File: src/rtl/spi_byte_master_pkg.sv
// Shared types and constants for the SPI byte engine and the flash command sequencer above it.
package spi_byte_master_pkg;

  localparam int unsigned BYTE_W    = 8;
  localparam int unsigned DIV_W     = 8;   // holds CLK_DIV-1 for CLK_DIV up to 255
  localparam int unsigned EDGE_W    = 4;
  localparam int unsigned NUM_EDGES = 16;  // two dclk edges per bit

  typedef enum logic [2:0] {
    ST_IDLE      = 3'd0,
    ST_CS_SETUP  = 3'd1,
    ST_CS_ACTIVE = 3'd2,
    ST_SHIFT     = 3'd3,
    ST_ACK       = 3'd4,
    ST_CS_HOLD   = 3'd5,
    ST_CS_GAP    = 3'd6
  } state_e;

  // M25P16 opcodes issued by the sequencer
  localparam logic [BYTE_W-1:0] OP_WREN = 8'h06;
  localparam logic [BYTE_W-1:0] OP_RDSR = 8'h05;
  localparam logic [BYTE_W-1:0] OP_READ = 8'h03;
  localparam logic [BYTE_W-1:0] OP_PP   = 8'h02;
  localparam logic [BYTE_W-1:0] OP_SE   = 8'hD8;
  localparam logic [BYTE_W-1:0] OP_RDID = 8'h9F;

  // States in which the half-period divider runs
  function automatic logic is_timed(state_e s);
    return (s == ST_CS_SETUP) || (s == ST_SHIFT) || (s == ST_CS_HOLD) || (s == ST_CS_GAP);
  endfunction

endpackage

File: src/rtl/spi_byte_master_clk_gen.sv
// Half-period divider, dclk toggle and edge counter for one byte; emits edge strobes.
module spi_byte_master_clk_gen
  import spi_byte_master_pkg::*;
#(
  parameter int unsigned CLK_DIV = 2,
  parameter logic        CPOL    = 1'b0
) (
  input  logic clk,
  input  logic rst_n,
  input  logic clear_i,
  input  logic timed_i,
  input  logic run_i,
  output logic tick_c,
  output logic lead_edge_c,
  output logic trail_edge_c,
  output logic done_c,
  output logic dclk_o
);

  localparam logic [DIV_W-1:0]  DIV_LAST  = DIV_W'(CLK_DIV - 1);
  localparam logic [EDGE_W-1:0] EDGE_LAST = EDGE_W'(NUM_EDGES - 1);

  logic [DIV_W-1:0]  div_q, div_d;
  logic [EDGE_W-1:0] edge_q, edge_d;
  logic              dclk_q, dclk_d;
  logic              edge_c;

  // Terminal count and edge strobes; even edge index is leading, odd is trailing
  always_comb begin
    tick_c       = timed_i && (div_q == DIV_LAST);
    edge_c       = run_i && tick_c;
    lead_edge_c  = edge_c && !edge_q[0];
    trail_edge_c = edge_c && edge_q[0];
    done_c       = edge_c && (edge_q == EDGE_LAST);
  end

  // Next values: divider restarts on state entry and on every terminal count
  always_comb begin
    div_d  = div_q;
    edge_d = edge_q;
    dclk_d = dclk_q;
    if (clear_i || !timed_i || tick_c) begin
      div_d = '0;
    end else begin
      div_d = div_q + DIV_W'(1);
    end
    if (!run_i) begin
      edge_d = '0;
      dclk_d = CPOL;
    end else if (edge_c) begin
      edge_d = edge_q + EDGE_W'(1);
      dclk_d = ~dclk_q;
    end
  end

  // Divider, edge counter and dclk registers
  always_ff @(posedge clk or negedge rst_n) begin
    if (!rst_n) begin
      div_q  <= '0;
      edge_q <= '0;
      dclk_q <= CPOL;
    end else begin
      div_q  <= div_d;
      edge_q <= edge_d;
      dclk_q <= dclk_d;
    end
  end

  assign dclk_o = dclk_q;

endmodule

File: src/rtl/spi_byte_master.sv
// Byte-level SPI master: chip-select framing from the sequencer, MSB-first byte shifting.
module spi_byte_master
  import spi_byte_master_pkg::*;
#(
  parameter int unsigned CLK_DIV = 2,
  parameter logic        CPOL    = 1'b0,
  parameter logic        CPHA    = 1'b0
) (
  input  logic       clk,
  input  logic       rst_n,
  input  logic       cs_req,
  input  logic       wr_req,
  input  logic [7:0] data_in,
  output logic       wr_ack,
  output logic [7:0] data_out,
  output logic       ncs,
  output logic       dclk,
  output logic       mosi,
  input  logic       miso
);

  state_e            state_q, state_d;
  logic [BYTE_W-1:0] tx_q, tx_d;
  logic [BYTE_W-1:0] rx_q, rx_d;
  logic [BYTE_W-1:0] data_out_q, data_out_d;
  logic              mosi_q, mosi_d;
  logic              ncs_q, ncs_d;
  logic              wr_ack_q, wr_ack_d;

  logic tick_c, lead_edge_c, trail_edge_c, done_c;
  logic sample_c, shift_c;

  spi_byte_master_clk_gen #(
    .CLK_DIV (CLK_DIV),
    .CPOL    (CPOL)
  ) u_clk_gen (
    .clk          (clk),
    .rst_n        (rst_n),
    .clear_i      (state_d != state_q),
    .timed_i      (is_timed(state_q)),
    .run_i        (state_q == ST_SHIFT),
    .tick_c       (tick_c),
    .lead_edge_c  (lead_edge_c),
    .trail_edge_c (trail_edge_c),
    .done_c       (done_c),
    .dclk_o       (dclk)
  );

  // CPHA picks which dclk edge samples miso and which one moves mosi
  always_comb begin
    sample_c = CPHA ? trail_edge_c : lead_edge_c;
    shift_c  = CPHA ? lead_edge_c  : trail_edge_c;
  end

  // Next-state and datapath decode
  always_comb begin
    state_d    = state_q;
    tx_d       = tx_q;
    rx_d       = rx_q;
    mosi_d     = mosi_q;
    data_out_d = data_out_q;

    unique case (state_q)
      ST_IDLE: begin
        if (cs_req) state_d = ST_CS_SETUP;
      end
      ST_CS_SETUP: begin
        if (tick_c) state_d = ST_CS_ACTIVE;
      end
      ST_CS_ACTIVE: begin
        // Dropping cs_req wins over a pending byte request
        if (!cs_req) begin
          state_d = ST_CS_HOLD;
        end else if (wr_req) begin
          state_d = ST_SHIFT;
          tx_d    = data_in;
          rx_d    = '0;
          if (!CPHA) mosi_d = data_in[7];
        end
      end
      ST_SHIFT: begin
        if (sample_c) rx_d = {rx_q[BYTE_W-2:0], miso};
        // With CPHA=0 the last trailing edge has no bit left to present
        if (shift_c && (CPHA || !done_c)) begin
          mosi_d = CPHA ? tx_q[BYTE_W-1] : tx_q[BYTE_W-2];
          tx_d   = {tx_q[BYTE_W-2:0], 1'b0};
        end
        if (done_c) begin
          state_d    = ST_ACK;
          data_out_d = rx_d;
        end
      end
      ST_ACK: begin
        state_d = ST_CS_ACTIVE;
      end
      ST_CS_HOLD: begin
        if (tick_c) state_d = ST_CS_GAP;
      end
      ST_CS_GAP: begin
        if (tick_c) state_d = ST_IDLE;
      end
      default: begin
        state_d = ST_IDLE;
      end
    endcase

    ncs_d    = (state_d == ST_IDLE) || (state_d == ST_CS_GAP);
    wr_ack_d = (state_d == ST_ACK);
  end

  // State and output registers
  always_ff @(posedge clk or negedge rst_n) begin
    if (!rst_n) begin
      state_q    <= ST_IDLE;
      tx_q       <= '0;
      rx_q       <= '0;
      data_out_q <= '0;
      mosi_q     <= 1'b0;
      ncs_q      <= 1'b1;
      wr_ack_q   <= 1'b0;
    end else begin
      state_q    <= state_d;
      tx_q       <= tx_d;
      rx_q       <= rx_d;
      data_out_q <= data_out_d;
      mosi_q     <= mosi_d;
      ncs_q      <= ncs_d;
      wr_ack_q   <= wr_ack_d;
    end
  end

  assign wr_ack   = wr_ack_q;
  assign data_out = data_out_q;
  assign ncs      = ncs_q;
  assign mosi     = mosi_q;

endmodule
File: config.mk
export PLATFORM = sky130hd
export DESIGN_NAME = spi_byte_master
export DESIGN_NICKNAME = d
export VERILOG_FILES = /design/src/rtl/spi_byte_master_pkg.sv /design/src/rtl/spi_byte_master_clk_gen.sv /design/src/rtl/spi_byte_master.sv
export SDC_FILE = /design/constraint.sdc
export NUM_CORES = 1
export LEC_CHECK = 0
export BUFFER_PORTS_ARGS = -buffer_cell sky130_fd_sc_hd__clkbuf_2
export CORE_MARGIN = 2
export CORE_UTILIZATION = 62
export DETAILED_ROUTE_END_ITERATION = 6
export GPL_TIMING_DRIVEN = 0
export PLACE_DENSITY = 0.84
export SKIP_LAST_GASP = 1
export SLEW_MARGIN = 20
export SYNTH_ARGS = -nofsm -noshare
export SYNTH_HDL_FRONTEND = slang
export SYNTH_SLANG_ARGS = --single-unit
File: constraint.sdc
create_clock -name clk -period 3.6 [get_ports clk]
set_clock_uncertainty 0.05 [all_clocks]
set_input_delay 0.36 -clock clk [delete_from_list [all_inputs] [get_ports clk]]
set_output_delay 0.36 -clock clk [all_outputs]
set_load 0.02 [all_outputs]
==> impl_metrics.json <==
{
  "crit_family": "simple AND/OR/NAND/NOR gates",
  "drt_iter0_markers": 117,
  "finalMaxSlewViolations": 0,
  "synthArstFlopShare": 1.00,
  "boundaryPins": 25,
  "final_cell_area_sq_mm": 0.00233,
  "required_ns": 3.80,
  "grt_usage": 0.227,
  "min_period_ns": 2.40,
  "critPathCaptureType": "register",
  "synth_area_sq_mm": 0.00210,
  "timing.setup.tns_ns": 0,
  "finalPower_mw": 1.59,
  "power.leakage_nw": 1.12,
  "grt_antenna_before_repair": 0,
  "viasPerCell": 5.43,
  "die_w_um": 62.1,
  "final_util": 0.709,
  "syn_area_per_cell_sq_um": 10.1,
  "clock-sinks": 42,
  "min_path_type": "in -> async",
  "row_count": 21,
  "worstSetupPathType": "reg -> reg",
  "ir_drop_uv": 384,
  "path_cells": "inv_1 > ha_1 > nor4b_4 > nand2_2 > buf_6 > o31ai_4 > mux2_2",
  "remaining_drc_errors": 0,
  "path_clk_slew_ns": 0.13,
  "p_per_area_mw_per_mm2": 681,
  "tightest_slew_ns": 0.887,
  "num_antenna_cells": 0,
  "root_buffer": "clkbuf_4",
  "ys_seq_area_frac": 0.502,
  "synthesis.nets": 224,
  "cpPeakStageDelay_ns": 0.49,
  "cts_htree_levels": 2,
  "vias": 1554,
  "clockBufferDepth": 2,
  "ys.warnings.count": 0,
  "grt_max_degree": 43,
  "crit_arrival_ns": 2.60,
  "synthFlopType": "dfrtp_1",
  "coreArea_sq_mm": 0.00328,
  "layout_common_cells": "41 x dfrtp_1, 36 x nand2_1, 23 x clkbuf_2",
  "cts_setup_buffers": 0,
  "grt_first_pass_wirelength_mm": 6.90,
  "hold_viol": 0,
  "nets": 255,
  "synth_edf_count": 0,
  "cts_resized": 0,
  "outcome": "completed",
  "path_buf_inv": 2,
  "synth.distinct_cells": 37,
  "first_pass_iters": 4,
  "finalCritPeriodShare": 0.668,
  "grt_setup_unrepaired": "no",
  "setup_slack_ns": 1.20,
  "dpl.hpwl_mm": 2.61,
  "gr-total-overflow": 0,
  "cap_violations": 0,
  "ys_ff_latch": 42,
  "die-area_sq_mm": 0.00386,
  "placed_area_sq_mm": 0.00227,
  "start_util": 0.638,
  "postCtsHoldBufs": 0,
  "insertion_delay_ns": 0.36,
  "netlist_instances": 208,
  "syn2layout_area_growth_pct": 11.1,
  "cp_max_fo": 10,
  "drt.antenna.violating_nets": 0,
  "grt_pass1_vias": 1506,
  "slew-limit-headroom": 0.409,
  "drive_above_1_share": 0.258,
  "globalplace.congestion": 0.817,
  "cp_slowest_cell": "o31ai_4",
  "cts_buffers": 5,
  "critPathLaunchType": "register",
  "drt-total-wl_mm": 3.80,
  "tritoncts": "yes",
  "port_buffers": 24,
  "pre_cts_ws_ns": 1.19,
  "setup_viol": 0,
  "die_h_um": 62.1,
  "layout_commonest_cell": "dfrtp_1",
  "wire_per_inst_um": 13.3,
  "fmax_ghz": 0.416
}
[final timing paths]
check	startpoint	to	slack (ns)	depth (start not counted)
max	u_clk_gen.div_q[1]$_DFF_PN0_	tx_q[4]$_DFFE_PN0P_	1.20	7
min	rst_n	rx_q[3]$_DFFE_PN0P_	0.06	1
max reg2reg	u_clk_gen.div_q[1]$_DFF_PN0_	tx_q[4]$_DFFE_PN0P_	1.20	7
min reg2reg	data_out[5]$_DFFE_PN0P_	data_out[5]$_DFFE_PN0P_	0.47	1
max in group asynchronous	rst_n	tx_q[5]$_DFFE_PN0P_	2.89	1
min in group clk	data_in[0]	tx_q[0]$_DFFE_PN0P_	0.17	3
[metrics by stage]
stage               std cells  hold WS (ns)
floorplan                 208        0.0144
detailed placement        278         0.442
CTS                       286         0.133
finish                    286        0.0599
global placement          278         0.433
global route              286         0.133
[flip-flops by register name, summed over array words and instances (netlist names)]
| name | flops |
|---|---|
| ncs | 1 |
| wr_ack | 1 |
| rx_q | 8 |
| u_clk_gen.dclk_o | 1 |
| mosi | 1 |
| u_clk_gen.div_q | 8 |
| data_out | 8 |
| tx_q | 7 |
| state_q | 3 |
| u_clk_gen.edge_q | 4 |
[Yosys cell counts (all sizes together) (2+ instances only)]
library cell	count	area (sq um)
nor4b	2	32.5
and3	4	26.3
clkbuf	6	52.6
mux2	15	169
xor2	9	78.8
o21ai	18	90.1
buf	4	38.8
ha	3	37.5
dfrtp	41	1030
a21oi	3	15.0
inv	11	41.3
xnor2	2	17.5
nand3	17	85.1
nand2	37	141
nor2	19	71.3
[cells by family after synthesis]
kind of cell,after synthesis,share of synthesized area
DFF,42,0.502
AOI/OAI and AO/OA,28,0.0818
muxes,16,0.0854
buffers and inverters,21,0.0633
xor gates and xnor gates,11,0.0460
adders and majority gates,3,0.0179
and+or+nand+nor,87,0.204
[power by group]
part,internal (mW),switching [mW],leakage [nW]
combinational,0.285,0.393,0.539
clock,0.0768,0.155,0.0322
sequential,0.596,0.0815,0.547
[layer usage]
layer  track usage  part of all wire  vias to the layer above
met5             0                 0                        -
met4        0.0833             0.017                        0
met3        0.0562             0.039                        7
met2         0.368              0.50                       37
met1         0.297              0.45                      751
li1              -                 -                      759
[area by class of cell]
class	instances	area, sq um
Sequential cell	42	1050
Fill cell	264	956
Multi-Input combinational cell	145	911
Timing Repair Buffer	24	120
Buffer	10	91.3
Tap cell	46	57.6
Clock buffer	6	41.3
Inverter	11	41.3
Clock inverter	2	13.8
No activity file was read; power rests on OpenSTA's default activity.
